## src/rtl/hazard_sb.sv

```systemverilog
`default_nettype none
// ============================================================================
// hazard_sb : forwarding, load-use scoreboard, divider occupancy and
//             stall/flush generation for the 5-stage F/D/E/M/W pipeline.
// Revision  : 1.0
// ============================================================================
module hazard_sb #(
  parameter int AW         = 5,
  parameter int LOAD_LAT   = 1,
  parameter int DIV_CYCLES = 32
) (
  input  logic          clk,
  input  logic          rst,
  input  logic [AW-1:0] rsD,
  input  logic [AW-1:0] rtD,
  input  logic          memtoregD,
  input  logic [AW-1:0] writeregD,
  input  logic [AW-1:0] writeregE,
  input  logic [AW-1:0] writeregM,
  input  logic          regwriteE,
  input  logic          regwriteM,
  input  logic          div_startE,
  input  logic          stall_all,
  input  logic          isexc,
  input  logic          pmisM,
  output logic [1:0]    forwardaD,
  output logic [1:0]    forwardbD,
  output logic          stallFD,
  output logic          stallDE,
  output logic          stallEM,
  output logic          stallMW,
  output logic          flushFD,
  output logic          flushDE,
  output logic          flushEM,
  output logic          flushMW,
  output logic          div_busy
);

  localparam int NREG = 2**AW;
  localparam int CW   = $clog2(LOAD_LAT + 2);
  localparam int DW   = $clog2(DIV_CYCLES);
  localparam logic [CW-1:0] CNT_LOAD = CW'(LOAD_LAT + 1);
  localparam logic [DW-1:0] DIV_LOAD = DW'(DIV_CYCLES - 1);

  logic [NREG-1:0][CW-1:0] cnt, cnt_nxt;
  logic [DW-1:0]           div_cnt;
  logic                    pend_exc, pend_pmis;
  logic                    eff_exc, eff_pmis, abort;
  logic                    busy_raw, luse, stall_fd_raw, flush_de_raw;
  logic                    adv_d, set_ld;

  assign forwardaD = (rsD == '0)                     ? 2'b00 :
                     (regwriteE && rsD == writeregE) ? 2'b01 :
                     (regwriteM && rsD == writeregM) ? 2'b10 : 2'b00;
  assign forwardbD = (rtD == '0)                     ? 2'b00 :
                     (regwriteE && rtD == writeregE) ? 2'b01 :
                     (regwriteM && rtD == writeregM) ? 2'b10 : 2'b00;

  // Requests raised under stall_all are remembered and released on the first free cycle.
  assign eff_exc  = isexc | pend_exc;
  assign eff_pmis = pmisM | pend_pmis;
  assign abort    = (eff_exc | eff_pmis) & ~stall_all;

  assign busy_raw = ~abort & ((div_cnt != '0) | div_startE);
  assign luse     = ((rsD != '0) && (cnt[rsD] != '0)) ||
                    ((rtD != '0) && (cnt[rtD] != '0));

  assign stall_fd_raw = (luse | busy_raw | stall_all) & ~eff_exc;
  assign flush_de_raw = (eff_exc | eff_pmis | (luse & ~busy_raw)) & ~stall_all;
  assign adv_d        = ~stall_fd_raw & ~stall_all & ~flush_de_raw;
  assign set_ld       = adv_d & memtoregD & (writeregD != '0);

  assign stallFD  = ~rst & stall_fd_raw;
  assign stallDE  = ~rst & (stall_all | busy_raw);
  assign stallEM  = ~rst & stall_all;
  assign stallMW  = ~rst & stall_all;
  assign flushFD  = ~rst & eff_exc & ~stall_all;
  assign flushDE  = ~rst & flush_de_raw;
  assign flushEM  = ~rst & (eff_exc | busy_raw) & ~stall_all;
  assign flushMW  = 1'b0;
  assign div_busy = ~rst & busy_raw;

  // Entry 0 is never loaded, so it stays at its reset value of zero.
  // A mispredict squashes only the load just issued into E (count still at its load value).
  always_comb begin
    cnt_nxt = cnt;
    if (!stall_all) begin
      for (int r = 1; r < NREG; r++) begin
        if (eff_exc)
          cnt_nxt[r] = '0;
        else if (set_ld && writeregD == AW'(r))
          cnt_nxt[r] = CNT_LOAD;
        else if (eff_pmis && cnt[r] == CNT_LOAD)
          cnt_nxt[r] = '0;
        else if (cnt[r] != '0)
          cnt_nxt[r] = cnt[r] - CW'(1);
      end
    end
  end

  always_ff @(posedge clk or posedge rst) begin
    if (rst)
      cnt <= '0;
    else
      cnt <= cnt_nxt;
  end

  // Divider occupancy runs on its own clock budget, independent of stall_all.
  always_ff @(posedge clk or posedge rst) begin
    if (rst)
      div_cnt <= '0;
    else if (abort)
      div_cnt <= '0;
    else if (div_cnt != '0)
      div_cnt <= div_cnt - DW'(1);
    else if (div_startE)
      div_cnt <= DIV_LOAD;
  end

  always_ff @(posedge clk or posedge rst) begin
    if (rst) begin
      pend_exc  <= 1'b0;
      pend_pmis <= 1'b0;
    end else if (stall_all) begin
      pend_exc  <= pend_exc | isexc;
      pend_pmis <= pend_pmis | pmisM;
    end else begin
      pend_exc  <= 1'b0;
      pend_pmis <= 1'b0;
    end
  end

endmodule
`default_nettype wire

```

## config.mk

```make
export PLATFORM = sky130hd
export DESIGN_NAME = hazard_sb
export DESIGN_NICKNAME = d
export VERILOG_FILES = /design/src/rtl/hazard_sb.sv
export SDC_FILE = /design/constraint.sdc
export NUM_CORES = 1
export LEC_CHECK = 0
export ABC_AREA = 1
export BUFFER_PORTS_ARGS = -buffer_cell sky130_fd_sc_hd__buf_2
export CAP_MARGIN = 20
export CORE_MARGIN = 2
export CORE_UTILIZATION = 62
export DETAILED_ROUTE_END_ITERATION = 10
export PLACE_DENSITY_LB_ADDON = 0.12
export RECOVER_POWER = 50
export SLEW_MARGIN = 20
export SYNTH_ARGS = -nofsm -noshare
export SYNTH_HDL_FRONTEND = slang
export SYNTH_SLANG_ARGS = --single-unit
```

## constraint.sdc

```tcl
create_clock -name clk -period 2.5 [get_ports clk]
set_input_delay 0.25 -clock clk [delete_from_list [all_inputs] [get_ports clk]]
set_output_delay 0.25 -clock clk [all_outputs]
set_load 0.1 [all_outputs]
```

==> flow_summary.toml <==
[critical_path]
cp-start-kind = "register"
crit_path_frequent_cell = "nor2_1"
slowest_stage = "dfrtp_1"
worst-path-buf-inv = 4
arrival_ns = 2.20
crit_required_ns = 2.25
cp_max_fo = 3
crit_family = "simple AND/OR/NAND/NOR gates"
max_stage_delay_ns = 0.39
crit_type = "reg -> out"
crit_chain = "inv_2, nand3_2, nand2_1, nor2_1, nor2_1, nor2_1, nand2_1, nand2_2, nand3_4, nand2_4, a21oi_4, buf_12, buf_6, nor2_4, buf_12"
crit_path_end_kind = "output pin"

[power_and_ir_drop]
p_leak_nw = 4.12
max-vdd-ir-drop_uv = 502
pwr-share-seq_pct = 32.1
clkPwrFrac_pct = 16.3
p_sw_share_pct = 44.5
p_per_area_nw_per_um2 = 666
pwr-share-comb_pct = 51.6
p_int_mw = 2.90
p_switching_mw = 2.33

[cts]
cts_tree = "done"
cts.root.buffer_cell = "clkbuf_8"
cts_inserted_buffers = 9
cts.sinks = 69
h-tree-depth = 3
clk_pin_slew_ns = 0.08
clockBufferDepth = 2
cts_hold_buf = 0
clk_latency_ns = 0.37

[timing]
rsz0062_at_grt = "yes"
max_freq_mhz = 409
whs_ns = 0.163
fin_tns_setup_ns = 0
finClkSkew_ns = 0.00899
slew_headroom_pct = -20.4
setup_violations = 0
drv_slew = 70
fin_crit_ns = 2.45
post-route-period-util_pct = 97.8
hold_viol_final = 0
max_slew.worst_pin.slew_ns = 1.81

[final_layout]
nNetsFinal = 1192
mostFrequentLayoutCell = "nand2_1"
final_cell_mix = "288 x nand2_1, 114 x nand3_1, 97 x nor2_1"
syn2layout_area_growth_pct = 21.4
drive_gt1_share_pct = 24.2
final_core_util_pct = 76.7
layout.cells.non_filler = 1233
diodes = 0

[placement]
placedCellCount = 1182
gp_routability_congestion = 1.01
io_buffers = 45
hpwl_mm = 12.8

[drt]
ant_nets = 0
wire_per_inst_um = 15.5
num_vias = 7025
drt-total-wl_mm = 19.1
drt_iter0_markers = 628
drc_errors = 0
via_per_inst = 5.70
firstDrtPassIters = 8

[synthesis]
async_reset_ff_share_pct = 100
ys_warn_count = 0
syn_nets = 1100
syn_area_um2 = 6470
synth_ff_type = "dfrtp_1"
synth_cells = 1002
seq_area_frac_synth_pct = 26.7
synth_edf_count = 0
syn_area_per_cell_um2 = 6.45
ys_ff_latch = 69
synthDistinctLibCells = 33

[floorplanning]
coreArea_um2 = 10200
die_w_um = 106
start_util_pct = 63.2
rows = 37
io_pins = 47
dieArea_um2 = 11300
fp.dieH_um = 106

[global_routing]
gr-total-overflow = 0
track_usage_pct = 33.1
grt_pass1_wl_mm = 29.7
antenna_found_initial = 0
grt_pass1_vias = 6204
grt_max_degree = 70

[run_status]
violations = "capacitance limit, slew limit"
status = "finished, violations left"

[job]
drv_cap = 1

[worst_hold_path]
min_path_type = "in -> reg"
## repair_timing
item,in CTS,in global routing
endpoints found under the setup margin,1,64
cloned,1,1
pin swaps,4,25
buffers inserted,6,30
gates resized for setup,13,90
## per-stage QoR
step                      total power, mW  setup WS [ns]  cell area [µm²]
after floorplan                      3.26         -0.233             6500
after global placement               3.87         0.0679             7090
after detailed placement             3.92         0.0681             7090
after CTS                            4.85       0.000154             7340
after global routing                 5.65         -0.105             7850
final                                5.23         0.0546             7850
## cell type report
type                    count  area, µm²
multi-input cells         790       4480
fillers                   823       2380
flip-flops and latches     69       1730
repair buffers            124        926
inverters                 100        378
well taps                 136        170
clock buffers              12        155
clock inverters             2       10.0
## tightest hold or removal path, stage by stage
cell and delay, ns:
buf_2 0.09, nor2_1 0.06, nor2_1 0.09
## sequential cells by signal, summed over array words and instances (netlist names)
name / cells
pend_pmis: 1
pend_exc: 1
cnt: 62
div_cnt: 5
## power by group through the flow
stage,combinational (mW),sequential [mW],clock [mW]
after floorplan,1.66,1.60,0
after global placement,2.20,1.67,0
after detailed placement,2.25,1.67,0
after CTS,2.33,1.65,0.868
after global routing,3.03,1.71,0.905
final,2.70,1.68,0.854
## cells in the mapped netlist (2+ instances only)
| cell type | number | area, µm² |
|---|---|---|
| nor2_4 | 2 | 22.5 |
| nor3_1 | 16 | 80.1 |
| nand3_1 | 145 | 726 |
| a211oi_1 | 2 | 15.0 |
| o22ai_1 | 4 | 25.0 |
| nor4_1 | 5 | 31.3 |
| xor2_1 | 8 | 70.1 |
| buf_6 | 3 | 33.8 |
| nand2_2 | 3 | 18.8 |
| nand2_1 | 301 | 1130 |
| dfrtp_1 | 69 | 1730 |
| nor2_1 | 110 | 413 |
| o21ai_0 | 47 | 235 |
| a21oi_1 | 42 | 210 |
| nand3_2 | 22 | 220 |
| clkbuf_1 | 22 | 82.6 |
| buf_4 | 9 | 67.6 |
| a31oi_1 | 6 | 37.5 |
| xnor2_1 | 2 | 17.5 |
| o2111ai_1 | 2 | 17.5 |
| inv_2 | 5 | 18.8 |
| a21oi_2 | 2 | 17.5 |
| buf_1 | 9 | 33.8 |
| ha_1 | 64 | 801 |
| inv_1 | 94 | 353 |
## path summary, 6_finish.rpt
| kind | startpoint | to | slack, ns | depth (start not counted) |
|---|---|---|---|---|
| worst max-delay path | cnt[47] | flushDE | 0.05 | 15 |
| worst min-delay path | pmisM | pend_pmis | 0.16 | 3 |
| worst max register to register | cnt[57] | cnt[55] | 0.08 | 19 |
| worst min register to register | cnt[6] | cnt[6] | 0.49 | 2 |
| max in group asynchronous | rst | cnt[37] | 0.72 | 3 |
| min in group asynchronous | rst | cnt[8] | 0.61 | 3 |
## routing by layer
| layer | wire length [µm] | GRT usage [%] | vias to the layer above |
|---|---|---|---|
| met5 | 0 | 0 | - |
| li1 | - | - | 3432 |
| met1 | 8220 | 45.6 | 3240 |
| met2 | 8900 | 52.3 | 323 |
| met4 | 346 | 11.6 | 0 |
| met3 | 1660 | 6.32 | 30 |
## cells by family (layout without fill, tap and decap cells)
group                      Yosys count  count (layout)  synth area share [%]
and+or+nand+nor                    605             605                  40.9
xor gates and xnor gates            10              10                  1.35
buffers and inverters              143             238                  9.21
other                                1               1                0.0580
DFF                                 69              69                  26.7
adders and majority gates           64              64                  12.4
AOI/OAI and AO/OA                  110             110                  9.35
No activity file was read; power rests on OpenSTA's default activity.
